### src/rtl/trig_detect.sv
// trig_detect: level/edge trigger detector with auto, normal and single modes plus a crossing-period meter.
// Build option: define TRIG_HYST_EN to apply HYST codes of hysteresis to the prep thresholds.
module trig_detect #(
  parameter int unsigned AUTO_TIMEOUT = 2000000,
  parameter int unsigned HYST         = 4
) (
  input  logic        clk,
  input  logic        rst_n,
  input  logic        din_valid,
  input  logic [7:0]  ad_data_a,
  input  logic [7:0]  ad_data_b,
  input  logic        trig_ch,
  input  logic [7:0]  trig_level,
  input  logic        trig_edge,
  input  logic [1:0]  trig_mode,
  input  logic        arm,
  output logic        trig,
  output logic        trig_forced,
  output logic        armed,
  output logic [23:0] period,
  output logic        period_valid
);

`ifdef TRIG_HYST_EN
  localparam logic [9:0] H_W = 10'(HYST);
`else
  // Hysteresis disabled: HYST stays in the parameter list for drop-in compatibility.
  localparam logic [9:0] H_W = 10'(HYST * 0);
`endif
  localparam logic [20:0] TMO_LAST = 21'(AUTO_TIMEOUT - 1);

  typedef enum logic [1:0] {IDLE, PREP, READY, DONE} state_t;
  state_t state, state_nx;

  logic [7:0]  s, lo, hi, level_q;
  logic [9:0]  lvl_w, sum_w;
  logic        ch_q, edge_q;
  logic        param_chg, ch_chg, prep_cond, fire_cond, in_arm, fire_hit, tmo_fire;
  logic        trig_d, forced_d, armed_d;
  logic [20:0] tmo_cnt;
  logic        pm_ready, pm_first, pm_cross;
  logic [23:0] pm_cnt;

  assign s     = trig_ch ? ad_data_b : ad_data_a;
  assign lvl_w = {2'b00, trig_level};
  assign sum_w = lvl_w + H_W;
  assign lo    = (lvl_w < H_W) ? '0 : 8'(lvl_w - H_W);
  assign hi    = (sum_w > 10'd255) ? '1 : sum_w[7:0];

  assign prep_cond = trig_edge ? (s > hi) : (s < lo);
  assign fire_cond = trig_edge ? (s <= trig_level) : (s >= trig_level);
  assign ch_chg    = (trig_ch != ch_q);
  assign param_chg = ch_chg || (trig_edge != edge_q) || (trig_level != level_q);
  assign in_arm    = (state == PREP) || (state == READY);
  // A parameter change suppresses a coincident fire; a real fire beats a coincident timeout.
  assign fire_hit  = (state == READY) && din_valid && fire_cond && !param_chg;
  assign tmo_fire  = in_arm && (trig_mode == 2'd0) && (tmo_cnt == TMO_LAST);

  always_ff @(posedge clk or negedge rst_n) begin
    if (!rst_n) begin
      state       <= IDLE;
      trig        <= 1'b0;
      trig_forced <= 1'b0;
      armed       <= 1'b0;
      ch_q        <= 1'b0;
      edge_q      <= 1'b0;
      level_q     <= '0;
      tmo_cnt     <= '0;
    end else begin
      state       <= state_nx;
      trig        <= trig_d;
      trig_forced <= forced_d;
      armed       <= armed_d;
      ch_q        <= trig_ch;
      edge_q      <= trig_edge;
      level_q     <= trig_level;
      if (arm && (state != DONE))
        tmo_cnt <= '0;
      else if (in_arm && (trig_mode == 2'd0))
        tmo_cnt <= tmo_cnt + 21'd1;
    end
  end

  always_comb begin
    state_nx = state;
    case (state)
      IDLE: if (arm) state_nx = PREP;
      PREP, READY: begin
        if (fire_hit)
          state_nx = (trig_mode == 2'd2) ? DONE : IDLE;
        else if (tmo_fire)
          state_nx = IDLE;
        else if (param_chg)
          state_nx = PREP;
        else if ((state == PREP) && din_valid && prep_cond)
          state_nx = READY;
      end
      DONE: if (trig_mode != 2'd2) state_nx = IDLE;
      default: state_nx = IDLE;
    endcase
  end

  always_comb begin
    trig_d   = fire_hit || tmo_fire;
    forced_d = tmo_fire && !fire_hit;
    armed_d  = (state_nx == PREP) || (state_nx == READY);
  end

  // Period meter: free-running rising-edge tracker, independent of the arm state.
  assign pm_cross = din_valid && pm_ready && !ch_chg && (s >= trig_level);

  always_ff @(posedge clk or negedge rst_n) begin
    if (!rst_n) begin
      pm_ready     <= 1'b0;
      pm_first     <= 1'b1;
      pm_cnt       <= '0;
      period       <= '0;
      period_valid <= 1'b0;
    end else begin
      period_valid <= 1'b0;
      if (pm_cnt != '1)
        pm_cnt <= pm_cnt + 24'd1;
      if (ch_chg) begin
        pm_ready <= 1'b0;
        pm_first <= 1'b1;
      end else if (pm_cross) begin
        pm_ready <= 1'b0;
        pm_first <= 1'b0;
        pm_cnt   <= 24'd1;
        if (!pm_first) begin
          period       <= pm_cnt;
          period_valid <= 1'b1;
        end
      end else if (din_valid && (s < lo)) begin
        pm_ready <= 1'b1;
      end
    end
  end

endmodule

### config.mk
export PLATFORM = sky130hd
export DESIGN_NAME = trig_detect
export DESIGN_NICKNAME = d
export VERILOG_FILES = /design/src/rtl/trig_detect.sv
export SDC_FILE = /design/constraint.sdc
export NUM_CORES = 1
export LEC_CHECK = 0
export ABC_CLOCK_PERIOD_IN_PS = 4850
export CORE_ASPECT_RATIO = 1.1
export CORE_MARGIN = 2
export CORE_UTILIZATION = 55
export DETAILED_ROUTE_END_ITERATION = 6
export GPL_ROUTABILITY_DRIVEN = 1
export PLACE_DENSITY = 0.82
export SETUP_SLACK_MARGIN = 0.1
export SLEW_MARGIN = 40
export SYNTH_ARGS = -nofsm -noshare
export SYNTH_HDL_FRONTEND = slang
export SYNTH_SLANG_ARGS = --single-unit
### constraint.sdc
create_clock -name clk -period 4.85 [get_ports clk]
set_clock_uncertainty 0.2 [all_clocks]
set_input_delay 1.2125 -clock clk [delete_from_list [all_inputs] [get_ports clk]]
set_output_delay 1.2125 -clock clk [all_outputs]
set_load 0.005 [all_outputs]
### Word level (Yosys, flattened, before mapping)

Index checks and enable logic that the tools add are counted.

* output and inout port bits: 28
* input bits: 32
* register bits after elaboration: 87
* memories kept: 0
* ROM bits: 0
* latch bits: 0
* memory bits (writable): 0

* mux-type cells: 26
* shifts and indexed selects: 0
* order comparisons: 6
* reductions and logical operators: 28
* bitwise gates (word level): 2
* equality and inequality tests: 13
* multipliers: 0
* divide/modulo/power cells: 0
* add/subtract/negate cells: 2

Operators by type and width (number)
* 24-bit two-way mux: 3
* 21-bit two-way mux: 2
* 24-bit by 1-bit adder with 24-bit output, second input constant: 1
* 8-bit two-way mux: 3
* 24-bit != test, second input constant: 1
* 21-bit by 1-bit adder with 21-bit output, second input constant: 1
* 21-bit == test, second input constant: 1
* 2-bit two-way mux: 7
* 1-bit logical AND: 13
* 1-bit two-way mux: 10
* 2-bit == test, second input constant: 4
* 8-bit greater-or-equal comparator: 1
* 8-bit greater-than comparator: 1
* 8-bit greater-than comparator, second input constant: 1
* 8-bit <= comparator: 1
* 8-bit by 1-bit < comparator with 1-bit output, second input constant: 1
* 8-bit < comparator: 1
* 8-bit != test: 1
* 2-bit one-hot mux with 3 select lines: 1
* 1-bit logical OR: 5
* 2-bit by 1-bit == test with 1-bit output, second input constant: 2
* 2-bit logical NOT: 2
* 2-bit != test, second input constant: 2
* 2-bit nonzero test: 2
* 6 further kinds: 10

### Depth between registers and ports, before layout

* depth in word-level cells: 12
* gate-level depth with buffers: 11
* mapped depth without buffers: 9

### Worst setup path before layout

OpenSTA, ideal clock, no wires.

* kind: input-to-reg
* start: input port trig_ch
* end: register period[10]
* library setup time: 0.125 ns
* path buffers: 2
* arrival time: 3.723 ns
* cell stages on the path: 10
* data required time: 4.525 ns
* path slack: 0.803 ns
* cell sequence: buf_2 -> mux2_2 -> ha_1 -> nor2b_1 -> o211ai_1 -> a31o_2 -> a21oi_1 -> nand2_1 -> clkbuf_1 -> mux2_2

* longest elaborated chain between the ends: 5
* elaborated cells between the ends (all ways): 8

Ends and longest elaborated chain
* start, declared: RTL line 12 `input logic trig_ch,`
* branches (longest 4 deep; another with 8-bit greater-or-equal comparator)
* 3-bit AND reduction (no source line) *
* end signal, assigned: RTL line 131 `period <= pm_cnt;`
* end, declared: RTL line 20 `output logic [23:0] period,`

Every way passes the cells marked *.
A chain may end at the register's enable or synchronous reset.

### Worst setup path in the final report

* start: input port trig_ch
* end: register armed

* longest elaborated chain between the ends: 11
* elaborated cells between the ends (all ways): 22

Ends and longest elaborated chain
* 8-bit two-way mux: RTL line 44 `assign s = trig_ch ? ad_data_b : ad_data_a;`
* 8-bit < comparator or 8-bit greater-than comparator (tied branches): RTL line 50 `assign prep_cond = trig_edge ? (s > hi) : (s < lo);`
* 1-bit two-way mux: RTL line 50
* 1-bit logical AND: RTL line 95 `else if ((state == PREP) && din_valid && prep_cond)`
* 2-bit two-way mux: RTL line 95
* 2-bit two-way mux: RTL line 93 `else if (param_chg)`
* 2-bit two-way mux: RTL line 91 `else if (tmo_fire)`
* 2-bit two-way mux *: RTL line 89 `if (fire_hit)`
* 2-bit one-hot mux with 3 select lines *: RTL line 86 `case (state)`
* named net state_nx[0]: RTL line 33 `state_t state, state_nx;`
* 2-bit by 1-bit == test with 1-bit output or 2-bit == test (tied branches): RTL line 106 `armed_d = (state_nx == PREP) || (state_nx == READY);`
* 1-bit logical OR *: RTL line 106
* named net armed_d: RTL line 39 `logic trig_d, forced_d, armed_d;`
* end signal, assigned: RTL line 73 `armed <= armed_d;`
* end, declared: RTL line 19 `output logic armed,`

Mark *: on every way through the listed nets, which the timed path passes. The rest lies on a longest branch.

==> results by stage <==
Critical path:
- In this run the critical register-to-register path is launched from state[0].
- For the worst setup path, the data required time is 4890 ps.
- Measured in cells, the most critical reg-to-reg path has a length of 9.
- For the worst setup path, the data arrival time is 4400 ps.
- The critical path runs through a total of 10 cells.
- On the critical path the largest part of the delay comes from compound AO/OA/AOI/OAI gates.
- On the worst path, the slowest cell contributes a delay of 720 ps.
- The critical path starts at trig_ch.
- The number of buffer and inverter instances along the worst setup path is 1.
- STA classifies the critical path endpoint as a flop.
- The worst setup path is of the input port to flop kind.
- The slowest stage of the critical path belongs to the cell clkdlybuf4s50_1.
- Traced cell by cell, the critical path runs through clkdlybuf4s50_1 -> mux2_2 -> ha_1 -> nand4_1 -> o21ai_0 -> o2111ai_1 -> a2111oi_2 -> nor3_1 -> a211o_1 -> xor2_1.
- The critical path startpoint category is an input port.
- In this run the critical register-to-register path is captured at armed.
- The worst-case register-to-register setup slack is 1860 ps.
- The most critical setup path has its endpoint at armed.
- In this run the worst path has a maximum fanout of 9.

Logic synthesis:
- The number of enable flip-flop cells after synthesis is 0.
- The post-synthesis async set-or-reset flop share is 1.00.
- Summing every instance area after synthesis gives 0.00435 mm².
- The post-synthesis net count is 459.
- Yosys printed 0 warnings.
- After synthesis the netlist holds a flip-flop and latch count of 87.
- The average footprint of a synthesized cell is 10.5 µm².
- The synthesized instance count is 413.
- The sequential area share after synthesis is 0.501.
- The distinct cell type count of the synthesized netlist is 49.
- The commonest register cell after synthesis is dfrtp_1.

Clock network:
- The total clock buffers created by CTS is 9.
- The number of gates given a new drive strength after cts is 0.
- The number of clock sinks is 87.
- TritonCTS built the clock tree.
- The buffers inserted during post-CTS setup optimization is 0.
- The clock transition at the register clock pins on the worst setup and hold paths after CTS is 90 ps.
- The root buffer cell chosen for the clock tree is clkbuf_8.
- In this run the number of H-tree levels came out at 3.
- The clock passes through at most 2 buffers.
- At the later pin of the worst-skew pair, clock insertion delay measures 360 ps.
- For this design, the CTS-stage hold fixing added 0 buffers.

Status:
- The flow ran to the end, and the final reports show no timing, DRC or antenna violations.

Timing:
- Setup repair after global routing left no endpoint under its margin.
- The post-layout minimum cycle time is 4360 ps.
- Derived from the worst setup path, the maximum achievable clock frequency is 0.229 GHz.
- The final max-slew violation count was 0.
- The number of hold-slack violations in the final timing report is 0.
- The setup slack of the critical path after layout is 486 ps.
- At the pin with the least slew margin, the transition time is 685 ps.
- The number of failing setup endpoints in the final timing report is 0.
- The worst pin sits at a relative slew slack of 0.539.
- Setup total negative slack on the finished layout was measured at 0 ps.
- The post-route clock period utilization is 0.900.

Floorplanning:
- The floorplan step defined a die boundary enclosing 0.00863 mm².
- The site row count is 34.
- The floorplan step set the die width to 88.8 µm.
- The number of ports placed on the die boundary is 60.
- The effective utilization at floorplan is 0.558.
- The die height is 97.2 µm.
- After floorplanning, the core was sized to cover 0.00778 mm².

Detailed routing:
- The count of nets left with antenna violations once routing finished came out at 0.
- The DRC violation count after routing is 0.
- The first-iteration detailed-routing DRC count is 160.
- The total wire length is 8.39 mm.
- In the routed layout, each cell is associated on average with a via count of 5.54.
- In the final routed layout, each cell accounts on average for 14.1 µm.
- The number of iterations in the first detailed-routing pass is 4.
- The overall via count from detail_route is 3293.

Power and ir drop:
- The static leakage is 2.28 nW.
- The maximum VDD drop is 0.000197 V.
- The power density over the cells is 347 mW/mm².

Placed design:
- The post-DP HPWL is 6.05 mm.
- The number of port buffers is 59.
- The worst setup slack after placement is 123 ps.
- The final estimated routing congestion in global placement is 0.820.

Finish:
- The top cell types in the final layout, fill and taps aside, are dfrtp_1 (86), clkdlybuf4s50_1 (58), nor2_1 (52), xor2_1 (30), mux2_2 (29).
- The core occupancy in the finished layout is 0.679.
- The sequential standard cell area is 0.00218 mm².
- The multi-input combinational cell area is 0.00208 mm².
- The number of diodes is 0.
- The final layout net count is 527.
- The leading cell type in the layout, fill and taps excluded is dfrtp_1.
- The signed area change from the synthesized netlist to the final layout is 21.6%.
- In the final layout, the share of cells above drive strength 1 is 0.128.
- The number of filler instances in the final layout is 617.

Global routing:
- The number of global-route vias before repair came to 3254.
- The number of antenna violations at the first check in global routing was 0.
- For this run, the total global-route usage over all layers was measured as 0.203.
- The pin count of the biggest net entering global routing is 88.
- The global-route wire length before repair is 14.1 mm.
- The leftover overflow at the end of global routing is 0.

Job:
- Max-cap violations in this run came to 0.

Worst hold path:
- The class of the tightest hold or removal check is flop to flop.
[power breakdown]
part           switching, mW  leakage (nW)  total, mW  internal (mW)
logic                  0.185          1.05      0.371          0.186
registers              0.137          1.14      0.984          0.847
clock network          0.273        0.0870      0.479          0.206
total                  0.595          2.28       1.84           1.24
[final cells by class]
class	count	share of cell area
multi-input cells	300	0.393
well taps	108	0.0256
clock inverters	6	0.00971
flip-flops and latches	87	0.412
repair buffers	64	0.120
clock buffers	10	0.0260
inverters	19	0.0135
[routing by layer]
layer	vias up	share of wire	GRT usage
met5	-	0	0
met4	0	0.012	0.0676
met3	10	0.044	0.0263
met2	90	0.52	0.348
met1	1617	0.42	0.262
li1	1576	-	-
[how the worst min path moves through the flow]
| stage | depth (start not counted) | slack [ps] | to | startpoint |
|---|---|---|---|---|
| detailed placement | 2 | 270 | period[22] | period[22] |
| global route | 2 | 310 | period[23] | period[23] |
| floorplan | 2 | 270 | period[22] | period[22] |
| finish | 2 | 290 | period[22] | period[22] |
| CTS | 2 | 290 | period[22] | period[22] |
| global placement | 2 | 260 | period[22] | period[22] |
[Yosys cell counts (3+ instances only)]
library cell / n / area (µm²)
a21oi_1: 17 / 85.1
and2_1: 5 / 31.3
and3_1: 3 / 18.8
and4_1: 4 / 35.0
clkbuf_1: 6 / 22.5
dfrtp_1: 86 / 2150
ha_1: 14 / 175
inv_1: 19 / 71.3
mux2_2: 29 / 327
nand2_1: 23 / 86.3
nand2b_1: 4 / 25.0
nand3_1: 22 / 110
nand4_1: 10 / 62.6
nor2_1: 52 / 195
nor2b_1: 3 / 18.8
nor3_1: 7 / 35.0
nor4_1: 3 / 18.8
o21ai_0: 13 / 65.1
or3_1: 9 / 56.3
xnor2_1: 18 / 158
xor2_1: 30 / 263
[state kept, by name (all words and copies together), names as in the netlist, 2 cells and up]
signal	flops
state	2
level_q	8
period	24
tmo_cnt	21
pm_cnt	24
[worst register-to-register path, delay by kind of cell, from the launching register on]
family / cells / cell delay [ps]
and+or+nand+nor: 5 / 1370
DFF: 1 / 420
AOI/OAI and AO/OA: 1 / 320
adders and majority gates: 1 / 300
xor gates and xnor gates: 1 / 160
buffers and inverters: 1 / 100
[through the flow]
step	power, mW	area, µm²	hold WS (ps)	std cells
after floorplan	1.21	4350	273	413
after global placement	1.33	5080	262	578
after detailed placement	1.37	5090	273	578
after CTS	1.84	5280	293	594
after global routing	1.94	5280	305	594
final	1.84	5280	288	594
[cell families (layout without fill, tap and decap cells)]
| logic type | count (synthesis) | count (layout) | synth area share |
|---|---|---|---|
| xor+xnor | 48 | 48 | 0.0967 |
| buf+inv | 26 | 99 | 0.0227 |
| compound gates | 47 | 47 | 0.0674 |
| mux | 31 | 31 | 0.0798 |
| flops | 87 | 87 | 0.501 |
| fa+ha+maj | 14 | 14 | 0.0403 |
| simple gates | 160 | 160 | 0.192 |
No activity file was read; power rests on OpenSTA's default activity.
